## config.mk

```make
export PLATFORM = sky130hd
export DESIGN_NAME = id_stage
export DESIGN_NICKNAME = d
export VERILOG_FILES = /design/src/rtl/id_stage.sv
export SDC_FILE = /design/constraint.sdc
export NUM_CORES = 1
export LEC_CHECK = 0
export CORE_MARGIN = 1
export CORE_UTILIZATION = 46
export CTS_CLUSTER_DIAMETER = 50
export DETAILED_ROUTE_END_ITERATION = 6
export PLACE_DENSITY = 0.87
export SETUP_SLACK_MARGIN = 0.3
export SLEW_MARGIN = 25
export SYNTH_ARGS = -nofsm -noshare
export SYNTH_HDL_FRONTEND = slang
export SYNTH_SLANG_ARGS = --single-unit
```

## constraint.sdc

```tcl
create_clock -name clk -period 3.32 [get_ports clk]
set_input_delay 0.996 -clock clk [delete_from_list [all_inputs] [get_ports clk]]
set_output_delay 0.996 -clock clk [all_outputs]
set_load 0.05 [all_outputs]
```

## src/rtl/id_stage.sv

```systemverilog
// Instruction decode stage: RV32I decode, immediate generation, WB bypass,
// load-use interlock and the ID/EX pipeline register.
module id_stage (
    input  logic        clk,
    input  logic        reset_n,
    input  logic        if_valid,
    input  logic [31:0] if_instr,
    input  logic [31:0] if_pc,
    output logic        id_ready,
    output logic [4:0]  rf_rs1,
    output logic [4:0]  rf_rs2,
    input  logic [31:0] rf_rs1_data,
    input  logic [31:0] rf_rs2_data,
    input  logic        wb_we,
    input  logic [4:0]  wb_rd,
    input  logic [31:0] wb_data,
    input  logic        ex_ready,
    input  logic        flush,
    output logic        ex_valid,
    output logic [31:0] ex_pc,
    output logic [31:0] ex_rs1_data,
    output logic [31:0] ex_rs2_data,
    output logic [31:0] ex_imm,
    output logic [4:0]  ex_rd,
    output logic [6:0]  ex_opcode,
    output logic [2:0]  ex_funct3,
    output logic        ex_funct7b5,
    output logic        ex_reg_write,
    output logic        ex_mem_read,
    output logic        ex_mem_write
);
    localparam logic [6:0] OP_R      = 7'b0110011;
    localparam logic [6:0] OP_IALU   = 7'b0010011;
    localparam logic [6:0] OP_LOAD   = 7'b0000011;
    localparam logic [6:0] OP_STORE  = 7'b0100011;
    localparam logic [6:0] OP_BRANCH = 7'b1100011;
    localparam logic [6:0] OP_LUI    = 7'b0110111;
    localparam logic [6:0] OP_AUIPC  = 7'b0010111;
    localparam logic [6:0] OP_JAL    = 7'b1101111;
    localparam logic [6:0] OP_JALR   = 7'b1100111;

    typedef struct packed {
        logic [31:0] imm;
        logic        reg_write;
        logic        mem_read;
        logic        mem_write;
        logic        uses_rs1;
        logic        uses_rs2;
    } dec_t;

    dec_t        dec;
    logic [6:0]  opcode;
    logic [4:0]  rd;
    logic [31:0] op1, op2;
    logic        load_use;
    logic        accept;

    assign opcode = if_instr[6:0];
    assign rd     = if_instr[11:7];
    assign rf_rs1 = if_instr[19:15];
    assign rf_rs2 = if_instr[24:20];

    // Opcode decode: immediate format, control bits and source usage
    always_comb begin
        dec = '0;
        case (opcode)
            OP_R: begin
                dec.reg_write = 1'b1;
                dec.uses_rs1  = 1'b1;
                dec.uses_rs2  = 1'b1;
            end
            OP_IALU, OP_LOAD, OP_JALR: begin
                dec.imm       = {{20{if_instr[31]}}, if_instr[31:20]};
                dec.reg_write = 1'b1;
                dec.mem_read  = (opcode == OP_LOAD);
                dec.uses_rs1  = 1'b1;
            end
            OP_STORE: begin
                dec.imm       = {{20{if_instr[31]}}, if_instr[31:25], if_instr[11:7]};
                dec.mem_write = 1'b1;
                dec.uses_rs1  = 1'b1;
                dec.uses_rs2  = 1'b1;
            end
            OP_BRANCH: begin
                dec.imm      = {{19{if_instr[31]}}, if_instr[31], if_instr[7],
                                if_instr[30:25], if_instr[11:8], 1'b0};
                dec.uses_rs1 = 1'b1;
                dec.uses_rs2 = 1'b1;
            end
            OP_LUI, OP_AUIPC: begin
                dec.imm       = {if_instr[31:12], 12'b0};
                dec.reg_write = 1'b1;
            end
            OP_JAL: begin
                dec.imm       = {{11{if_instr[31]}}, if_instr[31], if_instr[19:12],
                                 if_instr[20], if_instr[30:21], 1'b0};
                dec.reg_write = 1'b1;
            end
            default: dec = '0;
        endcase
        // Writes to x0 are architecturally dropped, so never flag them
        if (rd == 5'd0) dec.reg_write = 1'b0;
    end

    // Operand select: x0 is hardwired zero, otherwise forward a same-cycle WB write
    always_comb begin
        op1 = rf_rs1_data;
        op2 = rf_rs2_data;
        if (rf_rs1 == 5'd0)                   op1 = '0;
        else if (wb_we && wb_rd == rf_rs1)    op1 = wb_data;
        if (rf_rs2 == 5'd0)                   op2 = '0;
        else if (wb_we && wb_rd == rf_rs2)    op2 = wb_data;
    end

    // Load-use interlock and ready; ready is held low throughout reset
    always_comb begin
        load_use = ex_valid && ex_mem_read && (ex_rd != 5'd0) &&
                   ((dec.uses_rs1 && ex_rd == rf_rs1) || (dec.uses_rs2 && ex_rd == rf_rs2));
        id_ready = reset_n && !flush && !load_use && (!ex_valid || ex_ready);
        accept   = if_valid && id_ready;
    end

    // ID/EX register: reset > flush > accept > drain > hold
    always_ff @(posedge clk) begin
        if (!reset_n) begin
            ex_valid     <= 1'b0;
            ex_pc        <= '0;
            ex_rs1_data  <= '0;
            ex_rs2_data  <= '0;
            ex_imm       <= '0;
            ex_rd        <= '0;
            ex_opcode    <= '0;
            ex_funct3    <= '0;
            ex_funct7b5  <= 1'b0;
            ex_reg_write <= 1'b0;
            ex_mem_read  <= 1'b0;
            ex_mem_write <= 1'b0;
        end else if (flush) begin
            ex_valid <= 1'b0;
        end else if (accept) begin
            ex_valid     <= 1'b1;
            ex_pc        <= if_pc;
            ex_rs1_data  <= op1;
            ex_rs2_data  <= op2;
            ex_imm       <= dec.imm;
            ex_rd        <= rd;
            ex_opcode    <= opcode;
            ex_funct3    <= if_instr[14:12];
            ex_funct7b5  <= if_instr[30];
            ex_reg_write <= dec.reg_write;
            ex_mem_read  <= dec.mem_read;
            ex_mem_write <= dec.mem_write;
        end else if (ex_valid && ex_ready) begin
            ex_valid <= 1'b0;
        end
    end
endmodule

```

==> run summary, run 1 <==
CP startpoint = if_instr[23]
Via count = 7832
Least-Margin Pin Slew = 0.8308 ns
Slew Viols, Final = 0
Synth area leaders = dfxtp_1 (39%), mux2i_1 (19%), nand2_1 (7.8%)
Synth warnings = 0
Hold slack = 0.4574 ns
Outcome = completed
Synth area leader = dfxtp_1
Clock Root Buffer = clkbuf_16
Cts bufs inserted = 17
Final net count = 1374
Final Hold Fails = 0
Hold-fix buffers at CTS = 0
Critical-path maximum fanout = 2
Layout Cells excl Fill = 1433
TritonRoute pass-1 iters = 6
GRT met1 Usage = 31.46%
Largest net degree at the start of global routing = 107
M3 GR Usage = 8.591%
Power density cells = 408.5 nW/µm²
GRT overflow = 0
CTS H-tree depth = 4
Initial core utilization = 47.40%
Clock Skew = 0.01094 ns
Sequential share of the synthesized area = 39.07%
Post-synth top flop = dfxtp_1
Dpl cells = 1376
Syn Area/Cell = 8.697 µm²
First DRT Iteration DRCs = 546
Mapped cell area = 7584 µm²
CP arrival = 2.29 ns
Sink Count = 148
Synthesized Nets = 1043
Max Fclk = 304.0 MHz
CTS tree = yes
Antenna violation net count after detailed routing = 0
CTS clk-pin slew, worst paths = 0.06 ns
Hold_sp = ex_rs1_data[10]
Chip width = 130.4 µm
Die area = 17000 µm²
Total Power = 4.961 mW
Remaining DRCs = 0
Setup Crit Path Kind = input port to output port
Worst Setup Start Kind = input port
Share of layout cells above drive strength 1 = 11.10%
Critical Path End Type = output port
Clock buffer depth = 2
Total GRT Usage = 29.17%
Share of the synthesized area in the top cell type = 39.07%
Worst VDD drop = 0.3853 mV
Final min period = 3.290 ns
Post-synth EDFFs = 0
HP Class = register to register
# rows = 46
I/O Pins = 330
Area growth from synthesis to final layout = 60.17%
Yosys reg bits = 148
Post-DP HPWL = 17.95 mm
Leak pwr = 5.697 nW
Global-route wire length before repair = 37.92 mm
Vias per std cell = 5.465
Total wire length = 27.78 mm
Total negative slack = 0 ns
Asr flop ratio synth = 0%
Final setup vio count = 0
Clock Latency Late Sink = 0.43 ns
Vias in the first global route = 7296
Data required time of the worst path = 2.32 ns
I/O Buffers = 329
GR Layer Usage met2 = 51.91%
Initial antenna violation count = 0
Core area = 16000 µm²
Max_slew headroom = 44.62%
Synth cell types = 41
Period utilization = 99.10%
Die extent in y = 130.4 µm
RSZ-0062 raised after global routing = true
Gate Count Post-Synth = 872
FF-to-FF Start = ex_rd[3]
Most used routing layer = met2
WL/cell = 19.39 µm
# Max-Cap Violations = 0
GPL Wtd Cong = 0.8800
Filler cells = 1141
==> per-stage QoR <==
| stage | worst slack [ns] | utilization [%] | area, µm² |
|---|---|---|---|
| 2_1_floorplan | 0.3477 | - | 7584 |
| 3_3_place_gp | -0.2011 | 69.75 | 11160 |
| 3_5_place_dp | -0.2120 | 69.77 | 11160 |
| 4_1_cts | 0.2528 | 73.75 | 11800 |
| 5_1_grt | 0.05501 | 75.90 | 12140 |
| 6_report | 0.03000 | 75.91 | 12150 |
==> flip-flops by register name, indices dropped and copies added, names as in the netlist <==
signal        cells
ex_opcode         7
ex_rd             5
ex_valid          1
ex_reg_write      1
ex_funct7b5       1
ex_mem_write      1
ex_funct3         3
ex_pc            32
ex_rs1_data      32
ex_rs2_data      32
ex_imm           32
ex_mem_read       1
==> final cells by class <==
type | instances | area (µm²) | share of cell area (%)
multi-input combinational | 596 | 4023 | 33.12
tap | 216 | 270.3 | 2.225
antenna | 1 | 2.502 | 0.02060
sequential | 148 | 2963 | 24.39
clock inverter | 13 | 156.4 | 1.288
clock buffer | 19 | 442.9 | 3.646
inverter | 48 | 180.2 | 1.483
timing repair buffer | 392 | 4109 | 33.83
==> power breakdown <==
part	internal (mW)	switching, mW
Sequential	1.84	0.0391
Combinational	0.491	0.605
Clock	1.20	0.786
==> placed cells by master, fill, tap and decap left out, drive strengths merged, types with 3 or more instances in the layout <==
| master | netlist | layout |
|---|---|---|
| bufinv | 0 | 3 |
| xor2 | 8 | 8 |
| nor2 | 5 | 5 |
| nand4 | 3 | 3 |
| nor3 | 3 | 3 |
| mux2i | 147 | 147 |
| xnor2 | 12 | 12 |
| inv | 47 | 48 |
| a21boi | 65 | 65 |
| dfxtp | 148 | 148 |
| nand2b | 3 | 3 |
| a22oi | 5 | 5 |
| a21oi | 21 | 21 |
| and2 | 4 | 4 |
| clkdlybuf4s50 | 0 | 300 |
| nor4 | 4 | 4 |
| o21ai | 68 | 68 |
| buf | 31 | 81 |
| nand3 | 3 | 3 |
| o21a | 4 | 4 |
| and3 | 67 | 67 |
| clkinv | 1 | 8 |
| nand2 | 157 | 157 |
| clkbuf | 49 | 28 |
==> logic make-up (layout without fill, tap and decap cells) <==
logic type                Yosys count  after routing  share of synthesized area, %
and+or+nand+nor                   258            258                         16.37
AOI/OAI and AO/OA                 170            170                         14.22
muxes                             148            148                         19.55
DFF                               148            148                         39.07
buffers and inverters             128            472                         8.480
xor gates and xnor gates           20             20                         2.310
other                               0              1                             0
==> worst max-delay path: stages <==
cell     delay [ns]
buf_2          0.12
xnor2_1        0.24
nand4_1        0.19
o22ai_2        0.23
nand4_1        0.17
and2_4         0.20
buf_6          0.14
==> cells in the mapped netlist, drive strengths merged (4+ instances only) <==
cell	count
buf	31
xor2	8
clkbuf	49
a21oi	21
inv	47
o21a	4
nand2	157
nor2	5
nor4	4
dfxtp	148
and2	4
and3	67
o21ai	68
mux2i	147
a22oi	5
a21boi	65
xnor2	12
==> final timing paths <==
kind	slack, ns	to	depth (start not counted)
max	0.03	id_ready	7
min	0.46	ex_rs1_data[10]	2
max reg2reg	0.40	ex_pc[20]	17
min reg2reg	0.46	ex_rs1_data[10]	2
==> repair_timing <==
action                                  4_1_cts  5_1_grt
gates cloned                                  0       10
hold endpoints to repair                      0        0
setup buffers                                 8        6
endpoints found under the setup margin        1      149
resized for setup                            59       32
pin swaps                                    15       10
==> metal layers <==
metal | vias up | part of all wire [%]
li1 | 3632 | -
met1 | 3734 | 37
met3 | 86 | 8.5
met5 | - | 0
met4 | 0 | 4.1
met2 | 380 | 50
Power figures use the tool's default switching activity.
==> run 2: changes to the inputs <==
Settings changed: ABC_AREA from default to 1, CORE_MARGIN 1 to default, CORE_UTILIZATION 46 to 49, PLACE_DENSITY 0.87 to 0.88.
==> run 2 against run 1 <==
  * Cell count increased by 48%
  * Flip-flop and latch count unchanged
  * Cell area increased by 12%
  * Clock power about the same
  * Critical path depth increased by 14
  * Via count increased by 39%
  * Worst setup slack improved by 0.23 ns
  * Critical path type is now input port to register
  * Worst hold slack improved by 0.049 ns
  * Combinational power increased by 34%
==> run summary, run 2 <==
Synth cell types = 23 (was 41)
Clock buffer depth = 2 (unchanged)
Critical-path maximum fanout = 13 (was 2)
Layout Cells excl Fill = 2117 (was 1433)
Final core occ = 75.41% (was 75.91%)
Clock Latency Late Sink = 0.44 ns (was 0.43 ns)
Outcome = completed (unchanged)
# Max-Cap Violations = 0 (unchanged)
First DRT Iteration DRCs = 1195 (was 546)
CP arrival = 3.39 ns (was 2.29 ns)
RSZ-0062 raised after global routing = true (unchanged)
Final setup vio count = 0 (unchanged)
Least-Margin Pin Slew = 0.8391 ns (was 0.8308 ns)
Area growth from synthesis to final layout = 51.01% (was 60.17%)
Die extent in y = 137.3 µm (was 130.4 µm)
Chip width = 137.3 µm (was 130.4 µm)
Period utilization = 92.19% (was 99.10%)
Mapped cell area = 8970 µm² (was 7584 µm²)
CTS clk-pin slew, worst paths = 0.06 ns (about the same)
Syn Area/Cell = 5.783 µm² (was 8.697 µm²)
Net switching power = 1.763 mW (was 1.431 mW)
Share of layout cells above drive strength 1 = 10.12% (was 11.10%)
Data required time of the worst path = 3.65 ns (was 2.32 ns)
Slew Viols, Final = 0 (unchanged)
Final Hold Fails = 0 (unchanged)
Commonest cells in the synthesized netlist = nand2_1 (422), inv_1 (309), nor2_1 (275) (was nand2_1 (157), dfxtp_1 (148), mux2i_1 (147))
Synth area leader = dfxtp_1 (unchanged)
Total GRT Usage = 34.08% (was 29.17%)
Core area = 17960 µm² (was 16000 µm²)
Power density cells = 397.8 nW/µm² (was 408.5 nW/µm²)
Most common cell in the netlist = nand2_1 (unchanged)
GRT overflow = 0 (unchanged)
Antenna violation net count after detailed routing = 0 (unchanged)
Max_slew headroom = 44.06% (was 44.62%)
Hold path depth = 4 (was 2)
Dpl cells = 2058 (was 1376)
Worst Setup Start Kind = input port (unchanged)
Remaining DRCs = 0 (unchanged)
HP Class = register to register (unchanged)
Most frequent cells in the layout = nand2_1 (415), inv_1 (307), clkdlybuf4s50_1 (298) (was clkdlybuf4s50_1 (300), nand2_1 (157), dfxtp_1 (148))
Sink Count = 148 (unchanged)
Final net count = 2046 (was 1374)
Filler cells = 1369 (was 1141)
Synth warnings = 0 (unchanged)
Asr flop ratio synth = 0% (unchanged)
Vias per std cell = 5.137 (was 5.465)
Synth Area in Simple Gates = 44.23% (was 16.37%)
Leak pwr = 6.959 nW (was 5.697 nW)
Largest net degree at the start of global routing = 76 (was 107)
R2r worst-path depth = 15 (was 17)
GPL Wtd Cong = 0.9808 (was 0.8800)
CTS tree = yes (unchanged)
Register area = 2963 µm² (unchanged)
Sequential Power Share = 35.7% (was 37.9%)
Setup Crit Path Kind = input port to register (was input port to output port)
Initial antenna violation count = 1 (was 0)
Cell internal pwr = 3.625 mW (was 3.531 mW)
Gate Count Post-Synth = 1551 (was 872)
Most common cell after layout, fill and taps aside = nand2_1 (was clkdlybuf4s50_1)
Post-synth top flop = dfxtp_1 (unchanged)
Synth area leaders = dfxtp_1 (33%), nand2_1 (18%), inv_1 (13%) (was dfxtp_1 (39%), mux2i_1 (19%), nand2_1 (7.8%))
Clock Root Buffer = clkbuf_16 (unchanged)
Post-DP HPWL = 22.50 mm (was 17.95 mm)
Final min period = 3.061 ns (was 3.290 ns)
Multiplexer share of the synthesized area = 0% (was 19.55%)
Share of the synthesized area in the top cell type = 33.03% (was 39.07%)
I/O Buffers = 329 (unchanged)
Vias in the first global route = 9863 (was 7296)
Comb power frac = 27.3% (was 22.1%)
Net Sw Frac = 32.72% (was 28.84%)
Yosys reg bits = 148 (unchanged)
CTS H-tree depth = 4 (unchanged)
Cts bufs inserted = 17 (unchanged)
Post-synth EDFFs = 0 (unchanged)
Critical Path End Type = register (was output port)
Die area = 18850 µm² (was 17000 µm²)
Via count = 10870 (was 7832)
Total wire length = 33.09 mm (was 27.78 mm)
Synthesized Nets = 1722 (was 1043)
WL/cell = 15.63 µm (was 19.39 µm)
Clock Skew = 0.01113 ns (was 0.01094 ns)
Global-route wire length before repair = 49.82 mm (was 37.92 mm)
Max Fclk = 326.7 MHz (was 304.0 MHz)
Largest family of logic cells by synthesized area = simple AND/OR/NAND/NOR gates (was multiplexers)
TritonRoute pass-1 iters = 7 (was 6)
Post-synthesis xor/xnor area fraction = 0.4882% (was 2.310%)
Adder-cell area share of the yosys netlist = 0% (unchanged)
Area of the multi-input gates = 4312 µm² (was 4023 µm²)
Sequential share of the synthesized area = 33.03% (was 39.07%)
I/O Pins = 330 (unchanged)
Synth Area in Compound Gates = 1.855% (was 14.22%)
# rows = 49 (was 46)
Worst VDD drop = 0.4101 mV (was 0.3853 mV)
Clock power share = 37.1% (was 40.0%)
Initial core utilization = 49.93% (was 47.40%)
[run 2: cell types whose count changed in the layout (fill, tap and decap cells not counted), sizes merged, moves of 10 or more]
cell	previous run	this run
inv	48	330
mux2i	147	0
nand4	3	142
nor2	5	277
nand2	157	424
buf	81	103
xnor2	12	2
o21ai	68	2
a21boi	65	3
nand3	3	83
and3	67	0
[run 2: what timing repair did]
action / 4_1_cts / 5_1_grt
hold buffers: 0 / 0
pin swaps: 17 / 9
gates resized for setup: 60 / 28
buffers inserted: 24 / 3
endpoints found under the setup margin: 1 / 42
cloned: 0 / 0
[run 2: stage by stage]
step	hold slack, ns	worst slack (ns)	total power [mW]	instance area, µm²	TNS [ns]
after CTS	0.5095	0.3081	5.367	13440	0
after floorplan	0.7233	0.3076	2.785	8987	0
after detailed placement	0.4960	-0.1883	3.381	12660	-0.1883
final	0.5061	0.2592	5.389	13550	0
after global routing	0.5356	0.2032	5.587	13550	0
after global placement	0.4940	-0.1199	3.358	12660	-0.1199
[run 2: kinds of logic (layout without fill, tap and decap cells)]
family | after synthesis | count (layout)
other | 0 | 1
xor gates and xnor gates | 5 | 5
and+or+nand+nor | 928 | 928
buffers and inverters | 439 | 775
AOI/OAI and AO/OA | 31 | 31
DFF | 148 | 148
[run 2: path summary, 6_finish.rpt]
kind | slack (ns) | start | end
hold reg to reg | 0.51 | ex_rs2_data[26] | ex_rs2_data[26]
setup reg to reg | 0.75 | ex_rd[2] | ex_rd[0]
setup / recovery | 0.26 | if_instr[2] | ex_reg_write
hold / removal | 0.51 | ex_rs2_data[26] | ex_rs2_data[26]
[run 2: per-layer routing]
metal	global-route usage (%)	up-vias	part of all wire (%)
met2	53.42	662	45
met3	8.867	133	10
met5	0	-	0
met4	16.06	0	5.2
met1	43.49	4779	40
li1	-	5300	-
[run 2: critical path, stage by stage]
cell        delay [ns]
buf_2             0.13
nand2_2           0.09
nor2_4            0.05
buf_4             0.12
buf_4             0.12
buf_4             0.13
buf_4             0.12
buf_4             0.12
buf_4             0.12
buf_4             0.12
buf_4             0.13
buf_4             0.14
buf_8             0.14
nand2_2           0.09
nand2_2           0.10
clkinvlp_4        0.19
nand2_1           0.10
nand2_1           0.11
nand4_1           0.11
nand2_1           0.10
nor2_1            0.05
[run 2: power by group through the flow]
stage / clock, mW / combinational, mW / sequential, mW
floorplan: 0 / 0.508 / 2.28
global placement: 0 / 1.40 / 1.95
detailed placement: 0 / 1.42 / 1.96
CTS: 2.00 / 1.44 / 1.92
global route: 2.08 / 1.57 / 1.93
finish: 2.00 / 1.47 / 1.92
[run 2: area by class of cell]
cell class | instances | share of cell area, %
Multi-Input combinational cell | 964 | 31.83
Sequential cell | 148 | 21.87
Timing Repair Buffer | 413 | 30.60
Clock buffer | 19 | 3.196
Inverter | 331 | 9.200
Clock inverter | 12 | 1.164
Tap cell | 229 | 2.115
Antenna cell | 1 | 0.01847
